`src/rtl/ppu_shifter_types_pkg.sv`:
```
// ppu_shifter_types_pkg: background pixel shifter state encoding.
package ppu_shifter_types_pkg;
    typedef enum logic [1:0] {
        SHIFTER_IDLE,
        SHIFTER_DISCARD,
        SHIFTER_SHIFT,
        SHIFTER_DONE
    } shifter_state_t;
endpackage

```
`src/rtl/ppu_types_pkg.sv`:
```
// ppu_types_pkg: shared PPU pixel types and screen geometry.
package ppu_types_pkg;
    localparam int GB_SCREEN_WIDTH = 160;
    typedef logic [1:0] color_id_t;
    typedef struct packed {
        color_id_t color;
    } pixel_t;
endpackage

```
`src/rtl/bg_pixel_shifter_if.sv`:
```
// bg_pixel_shifter_if: fetcher push port plus pixel output toward the LCD/mixer.
interface bg_pixel_shifter_if #(parameter int NUM_PIXELS = 8);
    import ppu_types_pkg::*;
    logic                       write_en;
    pixel_t [NUM_PIXELS-1:0]    write_data;
    logic                       empty;
    logic                       pix_valid;
    color_id_t                  pix_color;
    logic [7:0]                 pix_x;
    logic                       line_done;
    modport master (output write_en, write_data, input empty, pix_valid, pix_color, pix_x, line_done);
    modport slave  (input write_en, write_data, output empty, pix_valid, pix_color, pix_x, line_done);
endinterface

```
`src/rtl/pixel_buf8.sv`:
```
// pixel_buf8: 8-entry parallel-load, serial-read pixel buffer with overflow flag.
module pixel_buf8
    import ppu_types_pkg::*;
#(
    parameter int NUM_PIXELS = 8
) (
    input  logic                    clk,
    input  logic                    reset,
    input  logic                    clear,
    input  logic                    write_en,
    input  pixel_t [NUM_PIXELS-1:0] write_data,
    input  logic                    pop,
    output pixel_t                  rd_data,
    output logic                    empty,
    output logic                    overflow_err
);
    pixel_t [NUM_PIXELS-1:0] mem_q, mem_d;
    logic [3:0] count_q, count_d;
    logic [2:0] rd_ptr_q, rd_ptr_d;
    logic       ovf_q, ovf_d;
    logic       push, do_pop;

    // A flush drops a coincident push without flagging it as an overflow.
    always_comb begin
        push     = write_en && count_q == 4'd0 && !clear;
        do_pop   = pop && count_q != 4'd0;
        mem_d    = push ? write_data : mem_q;
        count_d  = clear ? 4'd0 : push ? 4'(NUM_PIXELS) : do_pop ? count_q - 4'd1 : count_q;
        rd_ptr_d = (clear || push) ? 3'd0 : do_pop ? rd_ptr_q + 3'd1 : rd_ptr_q;
        ovf_d    = ovf_q || (write_en && count_q != 4'd0 && !clear);
    end

    always_ff @(posedge clk or posedge reset) begin
        if (reset) begin
            mem_q    <= '0;
            count_q  <= 4'd0;
            rd_ptr_q <= 3'd0;
            ovf_q    <= 1'b0;
        end else begin
            mem_q    <= mem_d;
            count_q  <= count_d;
            rd_ptr_q <= rd_ptr_d;
            ovf_q    <= ovf_d;
        end
    end

    assign rd_data      = mem_q[rd_ptr_q];
    assign empty        = count_q == 4'd0;
    assign overflow_err = ovf_q;
endmodule

```
`src/rtl/bg_pixel_shifter.sv`:
```
// bg_pixel_shifter: background FIFO consumer; drops SCX fine-scroll pixels and
// emits one registered pixel per dot during mode 3 until the line is complete.
module bg_pixel_shifter
    import ppu_types_pkg::*;
    import ppu_shifter_types_pkg::*;
#(
    parameter int NUM_PIXELS = 8,
    parameter int LINE_WIDTH = GB_SCREEN_WIDTH
) (
    input  logic                clk,
    input  logic                reset,
    input  logic                flush,
    input  logic                mode3_active,
    input  logic                stall,
    input  logic [2:0]          scx_fine,
    bg_pixel_shifter_if.slave   bus,
    output logic                overflow_err
);
    shifter_state_t state_q, state_d;
    logic [2:0] discard_q, discard_d;
    logic [7:0] x_q, x_d;
    logic       pix_valid_q, pix_valid_d;
    color_id_t  pix_color_q, pix_color_d;
    logic [7:0] pix_x_q, pix_x_d;
    logic       line_done_q, line_done_d;
    logic       empty, pop, shift_pop, disc_pop, last;
    pixel_t     rd_data;

    pixel_buf8 #(.NUM_PIXELS(NUM_PIXELS)) u_buf (
        .clk          (clk),
        .reset        (reset),
        .clear        (flush),
        .write_en     (bus.write_en),
        .write_data   (bus.write_data),
        .pop          (pop),
        .rd_data      (rd_data),
        .empty        (empty),
        .overflow_err (overflow_err)
    );

    assign pop       = mode3_active && !stall && !flush && !empty &&
                       (state_q == SHIFTER_DISCARD || state_q == SHIFTER_SHIFT);
    assign shift_pop = pop && state_q == SHIFTER_SHIFT;
    assign disc_pop  = pop && state_q == SHIFTER_DISCARD;
    assign last      = x_q == 8'(LINE_WIDTH - 1);

    always_ff @(posedge clk or posedge reset) begin
        if (reset) begin
            state_q     <= SHIFTER_IDLE;
            discard_q   <= 3'd0;
            x_q         <= 8'd0;
            pix_valid_q <= 1'b0;
            pix_color_q <= '0;
            pix_x_q     <= 8'd0;
            line_done_q <= 1'b0;
        end else begin
            state_q     <= state_d;
            discard_q   <= discard_d;
            x_q         <= x_d;
            pix_valid_q <= pix_valid_d;
            pix_color_q <= pix_color_d;
            pix_x_q     <= pix_x_d;
            line_done_q <= line_done_d;
        end
    end

    always_comb begin
        state_d = flush ? (scx_fine != 3'd0 ? SHIFTER_DISCARD : SHIFTER_SHIFT) :
                  (disc_pop && discard_q == 3'd1) ? SHIFTER_SHIFT :
                  (shift_pop && last) ? SHIFTER_DONE : state_q;
    end

    // x stops at the last column; DONE blocks any further pop.
    always_comb begin
        discard_d   = flush ? scx_fine : disc_pop ? discard_q - 3'd1 : discard_q;
        x_d         = flush ? 8'd0 : (shift_pop && !last) ? x_q + 8'd1 : x_q;
        pix_valid_d = shift_pop;
        pix_color_d = shift_pop ? rd_data.color : pix_color_q;
        pix_x_d     = shift_pop ? x_q : pix_x_q;
        line_done_d = !flush && (line_done_q || (shift_pop && last));
    end

    assign bus.empty     = empty;
    assign bus.pix_valid = pix_valid_q;
    assign bus.pix_color = pix_color_q;
    assign bus.pix_x     = pix_x_q;
    assign bus.line_done = line_done_q;
endmodule

```
`src/flat_wrapper.sv`:
```
// flat-port wrapper written by rule: the top's interface ports become plain ports
module bg_pixel_shifter_flat import ppu_types_pkg::*; import ppu_shifter_types_pkg::*;
#(
    parameter int NUM_PIXELS = 8,
    parameter int LINE_WIDTH = GB_SCREEN_WIDTH
)
  (clk, reset, flush, mode3_active, stall, scx_fine, overflow_err, bus_write_en, bus_write_data, bus_empty, bus_pix_valid, bus_pix_color, bus_pix_x, bus_line_done);
  bg_pixel_shifter_if #(.NUM_PIXELS(NUM_PIXELS)) bus_i ();
  input  logic clk;
  input  logic reset;
  input  logic flush;
  input  logic mode3_active;
  input  logic stall;
  input  logic [2:0] scx_fine;
  output logic overflow_err;
  input wire logic [$bits(bus_i.write_en)-1:0] bus_write_en;
  input wire logic [$bits(bus_i.write_data)-1:0] bus_write_data;
  output wire logic [$bits(bus_i.empty)-1:0] bus_empty;
  output wire logic [$bits(bus_i.pix_valid)-1:0] bus_pix_valid;
  output wire logic [$bits(bus_i.pix_color)-1:0] bus_pix_color;
  output wire logic [$bits(bus_i.pix_x)-1:0] bus_pix_x;
  output wire logic [$bits(bus_i.line_done)-1:0] bus_line_done;
  assign bus_i.write_en = bus_write_en;
  assign bus_i.write_data = bus_write_data;
  assign bus_empty = bus_i.empty;
  assign bus_pix_valid = bus_i.pix_valid;
  assign bus_pix_color = bus_i.pix_color;
  assign bus_pix_x = bus_i.pix_x;
  assign bus_line_done = bus_i.line_done;
  bg_pixel_shifter #(.NUM_PIXELS(NUM_PIXELS), .LINE_WIDTH(LINE_WIDTH)) u_core (.clk(clk), .reset(reset), .flush(flush), .mode3_active(mode3_active), .stall(stall), .scx_fine(scx_fine), .bus(bus_i), .overflow_err(overflow_err));
endmodule
```
`config.mk`:
```
export PLATFORM = sky130hd
export DESIGN_NAME = bg_pixel_shifter_flat
export DESIGN_NICKNAME = d
export VERILOG_FILES = /design/src/rtl/ppu_shifter_types_pkg.sv /design/src/rtl/ppu_types_pkg.sv /design/src/rtl/bg_pixel_shifter_if.sv /design/src/rtl/pixel_buf8.sv /design/src/rtl/bg_pixel_shifter.sv /design/src/flat_wrapper.sv
export SDC_FILE = /design/constraint.sdc
export NUM_CORES = 1
export LEC_CHECK = 0
export CAP_MARGIN = 25
export CORE_MARGIN = 2
export CORE_UTILIZATION = 25
export DETAILED_ROUTE_END_ITERATION = 8
export GPL_TIMING_DRIVEN = 0
export SLEW_MARGIN = 20
export SYNTH_ARGS = -nofsm -noshare
export SYNTH_HDL_FRONTEND = slang
export SYNTH_SLANG_ARGS = --single-unit
```
`constraint.sdc`:
```
create_clock -name clk -period 2.25 [get_ports clk]
set_input_delay 0.45 -clock clk [delete_from_list [all_inputs] [get_ports clk]]
set_output_delay 0.45 -clock clk [all_outputs]
set_load 0.02 [all_outputs]
```
Word-level counts from Yosys, hierarchy flattened
Cells that the tools add are included.
{"block": "word_totals", "output_inout_bits": 14, "word_cells": 73, "reg_bits": 49, "in_bits": 25}
{"block": "op_classes", "n_addsub": 4, "n_lt_le_gt_ge": 1, "n_eq_ne": 4, "reduce_logical": 31, "muxes": 15}
{"cell": "$mux 8", "count": 2}
{"cell": "$logic_and 1x1->1", "count": 15}
{"cell": "$mux 3", "count": 4}
{"cell": "$mux 4", "count": 3}
{"cell": "$mux 2", "count": 5}
{"cell": "$reduce_bool 3->1", "count": 3}
{"cell": "$add 8x1->8 const B", "count": 1}
{"cell": "$eq 8x8->1 const B", "count": 1}
{"cell": "$bmux 2 s3", "count": 1}
{"cell": "$reduce_bool 2->1", "count": 3}
{"cell": "$logic_not 1->1", "count": 4}
{"cell": "$logic_not 4->1", "count": 1}
{"cell": "$logic_or 1x1->1", "count": 4}
{"cell": "$lt 3x4->1 const B", "count": 1}
{"cell": "$reduce_bool 4->1", "count": 1}
{"cell": "$sub 4x1->4 const B", "count": 1}
{"cell": "$add 3x1->3 const B", "count": 1}
{"cell": "$eq 3x1->1 const B", "count": 1}
{"cell": "$sub 3x1->3 const B", "count": 1}
{"cell": "$eq 2x1->1 const B", "count": 1}
{"cell": "$eq 2x2->1 const B", "count": 1}

Depth between registers and ports, before layout
{"block": "depth", "ltp_word": 10, "mapped_depth": 7, "ltp_nobuf": 6}

Modules after synthesis
A second synthesis with hierarchy kept.
{"block": "hier_totals", "cells_unflattened": 213, "hier_area_um2": 2428.6}
{"mod": "bg_pixel_shifter", "cells_each": 126, "instances": 1, "seq_area_each_um2": 625.6, "area_per_inst_um2": 1226.2}
{"mod": "pixel_buf8", "cells_each": 87, "instances": 1, "seq_area_each_um2": 600.6, "area_per_inst_um2": 1202.4}

Least setup slack after synthesis
Ideal clock, no wire load.
{"block": "synth_path", "kind": "flip-flop to flip-flop", "from": "register u_core.state_q[0]", "to": "register u_core.x_q[3]", "required_time_ps": 2123, "slack_ps": 327, "period_less_slack_ps": 1923, "setup_time_ps": 127, "stages_incl_launch_ff": 7, "path_buffers": 0, "t_arrival_ps": 1795, "path_cell_list": "dfrtp_1 inv_1 ha_1 nand4bb_4 a2111oi_4 nand4_1 mux2_1"}
{"block": "synth_between", "elab_chain_len": 6, "elab_cells_between_ends": 7, "classes_between": "2 x eq/ne; 5 x reduce/logical"}
{"item": "from (decl)", "line_no": "bg_pixel_shifter.sv:19", "source": "shifter_state_t state_q, state_d;"}
{"item": "from (signal assigned)", "line_no": "bg_pixel_shifter.sv:57", "source": "state_q <= state_d;"}
{"item": "$eq 2x1->1 / $eq 2x2->1 (equally long branches)", "line_no": "bg_pixel_shifter.sv:42, bg_pixel_shifter.sv:43"}
{"item": "$logic_or 1x1->1", "line_no": "bg_pixel_shifter.sv:42", "source": "(state_q == SHIFTER_DISCARD || state_q == SHIFTER_SHIFT);"}
{"item": "$logic_and 1x1->1", "line_no": "bg_pixel_shifter.sv:41", "source": "assign pop = mode3_active && !stall && !flush && !empty &&"}
{"item": "$logic_and 1x1->1 (*)", "line_no": "bg_pixel_shifter.sv:43", "source": "assign shift_pop = pop && state_q == SHIFTER_SHIFT;"}
{"item": "$logic_and 1x1->1 (*)", "line_no": "bg_pixel_shifter.sv:76", "source": "x_d = flush ? 8'd0 : (shift_pop && !last) ? x_q + 8'd1 : x_q;"}
{"item": "$reduce_bool 2->1 (no source line) (*)"}
{"item": "to (signal assigned)", "line_no": "bg_pixel_shifter.sv:51", "source": "x_q <= 8'd0;"}
{"item": "to (signal assigned)", "line_no": "bg_pixel_shifter.sv:59", "source": "x_q <= x_d;"}
{"item": "to (decl)", "line_no": "bg_pixel_shifter.sv:21", "source": "logic [7:0] x_q, x_d;"}
Mark *: on every way between the ends. The rest lies on a longest branch, timed or not.
A chain may end at the register's enable or synchronous reset.

Worst setup path after layout
{"block": "layout_path", "from": "register u_core.u_buf.count_q[0]", "to": "output port bus_empty"}
{"block": "layout_between", "elab_chain_len": 1}
{"item": "from (decl)", "line_no": "pixel_buf8.sv:18", "source": "logic [3:0] count_q, count_d;"}
{"item": "from (signal assigned)", "line_no": "pixel_buf8.sv:41", "source": "count_q <= count_d;"}
{"item": "$logic_not 4->1", "line_no": "pixel_buf8.sv:48", "source": "assign empty = count_q == 4'd0;"}
{"item": "to (decl)", "line_no": "flat_wrapper.sv:18", "source": "output wire logic [$bits(bus_i.empty)-1:0] bus_empty;"}
No other way between the ends.

==> results.md <==
* Yosys cell types at 42
* Clk root buf: clkbuf_8
* Nets@finish at 268
* Synth Flop Type: dfrtp_1
* Number of remaining DRC errors at 0
* Largest net degree at the start of global routing at 28
* Post-layout min period at 2.110 ns
* Clock Path Buffers at 2
* Most frequent cells in the layout: dfrtp_1 (49), clkdlybuf4s50_1 (37), mux2_2 (26), nor2_1 (18), ha_1 (8)
* CTS tree: built
* Synthesized area per cell at 12.81 sq um
* Comb power frac at 23.0%
* Crit path max fanout at 10
* HPWL Detailed at 3.513 mm
* Worst vdd ir at 0.3094 mV
* Final worst setup slack at 0.1398 ns
* # diodes at 0
* Fill cells at 989
* MaxCap Viol Count at 0
* Core area at 9284 sq um
* Hold path startpoint: u_core.u_buf.overflow_err$_DFF_PP0_
* Worst slew margin at 65.10%
* Most common cell after layout, fill and taps aside: dfrtp_1
* Gr ovfl total at 0
* Vias per inst at 4.392
* Worst hold path class: register to register
* Vias in the first global route at 1748
* Syn. warnings at 0
* Asr flop ratio synth at 100.0%
* Area after DPL at 2970 sq um
* Final WL at 4.804 mm
* CTS Buf Count at 5
* Worst Path Required at 1.80 ns
* Mapped Area at 2409 sq um
* Setup CP Type: register to primary output
* Data arrival time of the critical path at 1.66 ns
* Clock latency on the worst-skew pair at 0.30 ns
* Finished Core Util at 32.97%
* H-tree Lvls at 2
* Startpoint types: register
* Row Count at 35
* Total track usage at 10.36%
* First-pass GRT wire length at 8.507 mm
* Slew Limit Fails at 0
* Register area at 1226 sq um
* Initial Util at 25.94%
* EDFF count, synth at 0
* Starting DRT DRC Count at 30
* CTS Sinks at 49
* Fin crit share at 93.79%
* Hold Slack at 0.4720 ns
* Synth-to-Final Area Change at 27.07%
* Die height at 102.2 microns
* R2R Path Start: u_core.state_q[0]$_DFFE_PP0P_
* Port-buffer cells at 38
* Footprint of the multi-input gates at 1102 sq um
* Sequential area share after synthesis at 50.91%
* Ports at 39
* Place WS at -0.1400 ns
* Critical Path Start: u_core.u_buf.count_q[0]$_DFFE_PP0P_
* Pwr Density at 686.9 nW/um^2
* Clock group share of total power at 24.1%
* Reg clk slew, reported paths at 0.09 ns
* Sw frac at 27.02%
* Routability cong. at 0.7346
* Initial antenna violation count at 0
* Crit. End Element: primary output
* Net Sw Power at 0.5681 mW
* Die Area at 10440 sq um
* Vias at 1603
* Design area at 3060 sq um
* WL/cell at 13.16 microns
* Die W at 102.2 microns
* Final setup vio count at 0
* Final ANT Viol Nets at 0
* Int Pwr at 1.534 mW
* Status: finished clean
* RSZ-0062 raised after global routing: no
* Final Hold Viols at 0
* Clk_skew at 0.007997 ns
* Post-Syn Instances at 188
* Drt pass-1 iters at 2
* Slew @ Worst Pin at 0.5228 ns
* Seq pwr share at 52.8%
* Syn nets at 221
* Sum Neg Setup Slack at 0 ns
* Layout cells sized above 1 at 22.03%
* Leak Pwr at 1.252 nW
* FF+latch count, synth at 49
* Fmax achieved at 473.9 MHz
==> flip-flops by register name, summed over array words and instances (netlist names), 2 cells and up <==
name and count:
u_core.u_buf.mem_q 16, u_core.bus.pix_x 8, u_core.x_q 8, u_core.u_buf.count_q 4
u_core.discard_q 3, u_core.u_buf.rd_ptr_q 3, u_core.bus.pix_color 2, u_core.state_q 2
==> final cells by class <==
| type | instances | area share [%] |
|---|---|---|
| flip-flops and latches | 49 | 40.07 |
| inverters | 8 | 0.9812 |
| multi-input cells | 123 | 36.02 |
| well taps | 129 | 5.274 |
| clock buffers | 6 | 2.371 |
| repair buffers | 40 | 13.33 |
| clock inverters | 2 | 0.3271 |
| plain buffers | 8 | 1.635 |
==> timing repair <==
item | CTS | global route
setup endpoints to repair | 1 | 3
setup buffers | 1 | 0
gates resized for setup | 1 | 1
pin swaps | 0 | 2
hold buffers | 0 | 0
==> per-stage QoR <==
step	total power, mW	cells
floorplan	1.448	188
global placement	1.598	355
detailed placement	1.618	356
CTS	2.143	365
global route	2.256	365
finish	2.102	365
==> path summary, 6_finish.rpt <==
| path | slack, ns | end | cells after the start |
|---|---|---|---|
| max reg2reg | 0.15 | u_core.bus.pix_x[0]$_DFFE_PP0P_ | 6 |
| max in group asynchronous | 1.23 | u_core.bus.pix_color[0]$_DFFE_PP0P_ | 3 |
| min | 0.47 | u_core.u_buf.overflow_err$_DFF_PP0_ | 1 |
| max | 0.14 | bus_empty | 5 |
| min in group asynchronous | 0.49 | u_core.bus.pix_x[5]$_DFFE_PP0P_ | 2 |
| min reg2reg | 0.47 | u_core.u_buf.overflow_err$_DFF_PP0_ | 1 |
==> routing by layer <==
layer  share of wire, %  GRT usage [%]  vias up
met5                  0              0        -
met3                4.6          3.010        8
met4                1.1          2.462        0
met1                 46          13.16      799
li1                   -              -      766
met2                 48          17.46       30
==> cell families after synthesis <==
logic type / share of synthesized area (%)
simple gates: 13.66
flops: 50.91
mux: 18.03
compound gates: 7.377
buf+inv: 3.324
fa+ha+maj: 4.156
xor+xnor: 2.546
==> cells in the mapped netlist, drive strengths merged (4+ instances only) <==
library cell | n | share of area [%]
nand2 | 6 | 0.93
buf | 5 | 1.6
xnor2 | 7 | 2.5
a21oi | 6 | 1.2
mux2i | 4 | 1.7
nor2 | 18 | 2.8
nor3b | 5 | 2.4
mux4 | 4 | 3.7
ha | 8 | 4.2
dfrtp | 49 | 51
mux2 | 27 | 13
inv | 8 | 1.2
==> power groups by stage <==
stage	Clock, mW	Sequential (mW)	Combinational, mW
6_report	0.507	1.11	0.484
5_1_grt	0.580	1.13	0.541
4_1_cts	0.536	1.12	0.492
3_5_place_dp	0	1.13	0.485
3_3_place_gp	0	1.13	0.473
2_1_floorplan	0	1.12	0.329
==> critical path, stage by stage (launching register included) <==
cell,delay [ns]
dfrtp_1,0.41
inv_1,0.09
ha_1,0.14
nor3b_4,0.19
buf_4,0.21
clkdlybuf4s15_1,0.32
Note: power is estimated with default switching activity, not from simulation.
